## src/rtl/fwd_mux_ctrl.sv

```systemverilog
// EX-stage operand forwarding select and load-use stall controller (optional FWD_STALL_STATS_EN counters).
// Latency: selects registered as the instruction enters EX; stall is combinational. Backpressure: stall holds ID for one cycle.
module fwd_mux_ctrl #(
  parameter int REG_W    = 5,
  parameter int ZERO_REG = 31
) (
  input  logic             clk,
  input  logic             reset,
  input  logic             id_valid,
  input  logic [REG_W-1:0] id_rn,
  input  logic [REG_W-1:0] id_rm,
  input  logic             id_use_rn,
  input  logic             id_use_rm,
  input  logic [REG_W-1:0] id_rd,
  input  logic             id_regwrite,
  input  logic             id_memread,
  input  logic             flush,
  output logic [1:0]       fwd_sel_a,
  output logic [1:0]       fwd_sel_b,
`ifdef FWD_STALL_STATS_EN
  output logic [31:0]      stall_count,
  output logic [31:0]      fwd_count,
`endif
  output logic             stall
);

  localparam logic [REG_W-1:0] ZR = REG_W'(ZERO_REG);

  typedef struct packed {
    logic             v;
    logic [REG_W-1:0] rd;
    logic             regwrite;
    logic             memread;
  } stage_t;

  // The register file writes before it reads, so the WB-stage entry never
  // feeds a select and only EX and MEM are kept.
  stage_t     ex_q, mem_q, ex_nxt, mem_nxt;
  logic [1:0] sel_a_nxt, sel_b_nxt;

  function automatic logic [1:0] pick(input logic valid, input logic used,
                                      input logic [REG_W-1:0] src,
                                      input stage_t ex, input stage_t mem);
    if (!valid || !used) return 2'b00;
    if (src == ZR) return 2'b11;
    if (ex.v && ex.regwrite && ex.rd == src) return 2'b01;
    if (mem.v && mem.regwrite && mem.rd == src) return 2'b10;
    return 2'b00;
  endfunction

  always_comb begin
    stall = 1'b0;
    if (!reset && !flush && id_valid && ex_q.v && ex_q.memread && ex_q.regwrite && ex_q.rd != ZR)
      stall = (id_use_rn && id_rn == ex_q.rd) || (id_use_rm && id_rm == ex_q.rd);
  end

  always_comb begin
    sel_a_nxt = 2'b00;
    sel_b_nxt = 2'b00;
    ex_nxt    = '0;
    mem_nxt   = ex_q;
    if (flush) mem_nxt.v = 1'b0;
    if (!stall && !flush) begin
      sel_a_nxt = pick(id_valid, id_use_rn, id_rn, ex_q, mem_q);
      sel_b_nxt = pick(id_valid, id_use_rm, id_rm, ex_q, mem_q);
      ex_nxt    = '{v: id_valid, rd: id_rd, regwrite: id_regwrite, memread: id_memread};
    end
  end

  always_ff @(posedge clk) begin
    if (reset) begin
      ex_q      <= '0;
      mem_q     <= '0;
      fwd_sel_a <= 2'b00;
      fwd_sel_b <= 2'b00;
    end else begin
      ex_q      <= ex_nxt;
      mem_q     <= mem_nxt;
      fwd_sel_a <= sel_a_nxt;
      fwd_sel_b <= sel_b_nxt;
    end
  end

`ifdef FWD_STALL_STATS_EN
  // 01 and 10 are exactly the selects whose bits differ.
  logic fwd_hit;
  assign fwd_hit = (sel_a_nxt[1] ^ sel_a_nxt[0]) | (sel_b_nxt[1] ^ sel_b_nxt[0]);

  always_ff @(posedge clk) begin
    if (reset) begin
      stall_count <= '0;
      fwd_count   <= '0;
    end else begin
      if (stall && stall_count != '1) stall_count <= stall_count + 32'd1;
      if (fwd_hit && fwd_count != '1) fwd_count <= fwd_count + 32'd1;
    end
  end
`endif

endmodule
```

## config.mk

```make
export PLATFORM = sky130hd
export DESIGN_NAME = fwd_mux_ctrl
export DESIGN_NICKNAME = d
export VERILOG_FILES = /design/src/rtl/fwd_mux_ctrl.sv
export SDC_FILE = /design/constraint.sdc
export NUM_CORES = 1
export LEC_CHECK = 0
export ABC_AREA = 0
export CAP_MARGIN = 30
export CORE_AREA = 8 8 54 56
export CTS_CLUSTER_SIZE = 8
export DETAILED_ROUTE_END_ITERATION = 6
export DIE_AREA = 0 0 62 64
export PLACE_DENSITY = 0.74
export SYNTH_ARGS = -nofsm -noshare
export SYNTH_HDL_FRONTEND = slang
export SYNTH_SLANG_ARGS = --single-unit
export TNS_END_PERCENT = 30
```

## constraint.sdc

```tcl
create_clock -name clk -period 2.7 [get_ports clk]
set_input_delay 0.81 -clock clk [delete_from_list [all_inputs] [get_ports clk]]
set_output_delay 0.81 -clock clk [all_outputs]
set_load 0.01 [all_outputs]
```

Word level (Yosys, flattened, before mapping)

Index checks and enable logic that the tools add are counted.

Flip-flop bits (word level): 19
Input bits: 23
Output and inout port bits: 5
Logic and storage cells: 90

Eq/ne operators: 9
Multiplexer cells: 45
Bitwise operators: 1
Reduce and logical (&&, ||, !) cells: 26

Operators by type and width:

| operator                                    | number |
|---|---|
| 2-bit two-way mux                           | 16 |
| 5-bit equality test                         | 6 |
| 1-bit two-way mux                           | 29 |
| 1-bit logical AND                           | 15 |
| 5-bit equality test (second input constant) | 2 |
| 1-bit zero test                             | 6 |
| 5-bit != test (second input constant)       | 1 |
| 2-bit OR reduction                          | 2 |
| 1-bit logical OR                            | 3 |
| 1-bit inverter                              | 1 |

Logic depth before layout (Yosys ltp)

Depth after elaboration: 24
Depth in mapped cells: 6
Gate-level depth less buffers: 5

Worst setup path before layout

No wires, ideal clock.

Path kind: in2out
Start: in id_rn[1]
End: out stall
Arrival time: 1628 ps
Data required time: 1890 ps
Path slack: 262 ps
Stages: 4
Path buffers: 0
Cell sequence: xor2_1 > or3b_1 > o22ai_2 > and2_1

Word-level cells in the longest chain between the ends: 4

RTL lines:

| what                | RTL line | source |
|---|---|---|
| start: declaration  | 10       | `input logic [REG_W-1:0] id_rn,` |
| 5-bit equality test | 54       | `stall = (id_use_rn && id_rn == ex_q.rd) \|\| (id_use_rm && id_rm == ex_q.rd);` |
| 1-bit logical AND   | 54       |  |
| 1-bit logical OR    | 54       |  |
| 1-bit two-way mux   | 53       | `if (!reset && !flush && id_valid && ex_q.v && ex_q.memread && ex_q.regwrite && ex_q.rd != ZR)` |
| end: declaration    | 24       | `output logic stall` |

Every way passes these cells.

Final worst setup path

Start: in id_use_rm
End: out stall

Word-level cells in the longest chain between the ends: 3

RTL lines:

| what               | RTL line | source |
|---|---|---|
| start: declaration | 13       | `input logic id_use_rm,` |
| 1-bit logical AND  | 54       |  |
| 1-bit logical OR   | 54       |  |
| 1-bit two-way mux  | 53       |  |

Every way passes these cells.

==> summary.md <==
| Metric | Value |
|---|---|
| Type of origin of the critical path | input port |
| Reg2reg start | ex_q[2] |
| Final setup viols | 0 |
| Crit-path cells | clkdlybuf4s50_1, nand3_1, o22ai_2, and2_1, buf_2 |
| Dpl cells | 158 |
| CP Data Arrival Time | 1.86 ns |
| Reg2Reg Setup Slack | around 0.9 ns |
| Maximum clock path buffer count | 2 |
| Port bufs | 27 |
| Logic pwr share | 0.200 |
| Critical path capture point type | primary output |
| Vias/cell | 4.67 |
| Row cnt | 17 |
| Sw Share | 0.230 |
| Top Ports | 28 |
| Most common cell after layout, fill and taps aside | buf_4 |
| Fraction of layout instances using a drive strength above 1 | 0.292 |
| CTS tree | yes |
| Leak pwr | 0.560 nW |
| Most frequent cells in the layout | 21 x buf_4, 19 x dfxtp_1, 17 x xnor2_1 |
| Reg2Reg Depth | 6 |
| Final Hold Fails | 0 |
| CP startpoint | id_use_rm |
| Iteration-0 DRC Markers | 7 |
| Status | completed |
| Total grt overflow | 0 |
| Syn nets | 109 |
| Initial core utilization | 0.417 |
| Die area | 3970 µm² |
| Int Pwr | just over 0.4 mW |
| Fillers | roughly 170 |
| P per Cell Area | roughly 400 nW/µm² |
| Slew @ Worst Pin | roughly 0.51 ns |
| Reg2reg end | fwd_sel_a[0] |
| GRT Util Overall | 0.120 |
| Clock skew | roughly 0.0037 ns |
| Sequential Power Share | 0.547 |
| Power share of the clock group | 0.252 |
| CP required | 1.89 ns |
| Largest net degree at the start of global routing | 13 |
| Antenna Cells | 0 |
| Initial DRT Pass Iterations | 4 |
| CTS Buf Count | 3 |
| Routed WL per cell | around 13 µm |
| First-pass GRT wire length | roughly 3500 µm |
| Area growth, synth to finish | 55.6% |
| Post-DRT Antenna Nets | 0 |
| # Max-Cap Violations | 0 |
| Min-Delay Path Class | reg2reg |
| Core area | 2110 µm² |
| Final cell count without fillers | between 150 and 200 |
| Crit share post-route | 0.989 |
| Max VDD drop | roughly 0.00035 V |
| Post-synthesis register bit count | 19 |
| CTS Sinks | 19 |
| Via count | 770 |
| CP max stage delay | roughly 0.49 ns |
| P_sw | roughly 0.12 mW |
| H-tree depth | 1 |
| Crit-path leading delay family | buffers and inverters |
| Max Fclk | around 370 MHz |
| Relative slew slack | 0.660 |
| Buffers and inverters on the worst path | 2 |
| Clk root buf | clkbuf_4 |
| Initial antenna violation count | 0 |
| Final min period | 2.67 ns |
| CP max stage cell | clkdlybuf4s50_1 |
| DIE HEIGHT | 64 µm |
| Synthesized area | about 880 µm² |
| Fin nets | roughly 160 |
| Crit path to | stall |
| Critical path type | in2out |
| Syn_area_per_cell | 10.2 µm² |
| Final Wtd Congestion | slightly below 0.9 |
| Crit path depth | 5 |
| Proportion of synthesized chip area in sequential cells | 0.434 |
| Hold_buf cts | 0 |
| RSZ-0062 raised after global routing | yes |
| Max-slew violation count | 0 |
| Worst-path fanout max | 2 |
| Vias in the first global route | between 800 and 900 |
| Yosys cell types | 20 |
| Later-pin clock latency in the skew report | 0.29 ns |
| Register clock-pin slew on the reported worst setup and hold paths | 0.10 ns |
| Post-DP HPWL | approximately 1800 µm |
| Synth Warn # | 0 |
| Die width | approximately 62 µm |
| Mapped Cells | 86 |
| Dpl cell area | roughly 1300 µm² |
| Final instance area | 1370 µm² |
| # DRC | 0 |
| Drt total wl | between 2000 and 2500 µm |
## layout make-up
cell class                 count  area [µm²]  share of cell area
timing repair buffer          48         415               0.304
clock buffer                   4        26.3              0.0192
sequential                    19         380               0.279
tap                           28        35.0              0.0257
multi-input combinational     66         508               0.372
## state kept, by name (all words and copies together), names as in the netlist
signal	cells
mem_q	7
fwd_sel_b	2
ex_q	8
fwd_sel_a	2
## timing repair
item / in CTS / in global routing
endpoints found under the setup margin: 1 / 1
pin swaps: 11 / 4
gates resized for setup: 27 / 4
buffers inserted: 3 / 0
## power groups by stage
stage / Combinational [mW] / Sequential (mW) / Clock (mW)
after detailed placement: 0.105 / 0.301 / 0
after global placement: 0.101 / 0.301 / 0
after floorplan: 0.0404 / 0.299 / 0
after CTS: 0.105 / 0.294 / 0.138
after global routing: 0.116 / 0.296 / 0.151
final: 0.108 / 0.295 / 0.136
## kinds of logic (layout without fill, tap and decap cells)
family                 after synthesis  in the layout  synth area share
XOR/XNOR                            20             20             0.200
flip-flops                          19             19             0.434
AND/OR/NAND/NOR                     39             39             0.267
AO/OA/AOI/OAI                        7              7            0.0870
buffers and inverters                1             52            0.0128
## stage by stage
step	hold WS, ns	setup TNS (ns)	total power, mW	setup slack (ns)	util
2_1_floorplan	0.430	0	0.340	0.262	-
3_3_place_gp	0.451	-0.724	0.402	-0.724	0.620
3_5_place_dp	0.453	-0.729	0.406	-0.729	0.620
4_1_cts	0.476	0	0.537	0.00817	0.640
5_1_grt	0.489	-0.0555	0.563	-0.0555	0.648
6_report	0.475	0	0.538	0.0288	0.648
## Yosys cell counts
library cell,instances,share of area
nor2b_1,6,0.043
a211oi_1,1,0.0086
and4_1,1,0.010
nand3_1,8,0.046
o2111a_1,4,0.051
o22ai_2,1,0.014
a21boi_2,1,0.013
or3b_1,1,0.010
nor3_1,3,0.017
and2_4,6,0.060
nor2_1,3,0.013
xor2_1,2,0.020
dfxtp_1,19,0.43
and2_1,3,0.021
nand4_1,2,0.014
nand2_1,4,0.017
xnor2_1,18,0.18
nor4_1,1,0.0071
buf_6,1,0.013
and2_2,1,0.0086
## per-layer routing
metal	GRT usage	wire length (µm)	share of wire
met1	0.132	924	0.42
met2	0.189	1080	0.49
met3	0.0460	137	0.062
met4	0.0684	51	0.023
met5	0	0	0
## how the worst min path moves through the flow
stage	from	endpoint	slack (ns)	depth (start not counted)
floorplan	ex_q[7]	mem_q[7]	0.43	1
global placement	ex_q[7]	mem_q[7]	0.45	1
detailed placement	ex_q[7]	mem_q[7]	0.45	1
CTS	ex_q[7]	mem_q[7]	0.48	1
global route	ex_q[7]	mem_q[7]	0.49	1
finish	ex_q[7]	mem_q[7]	0.48	1
Power figures use the tool's default switching activity.
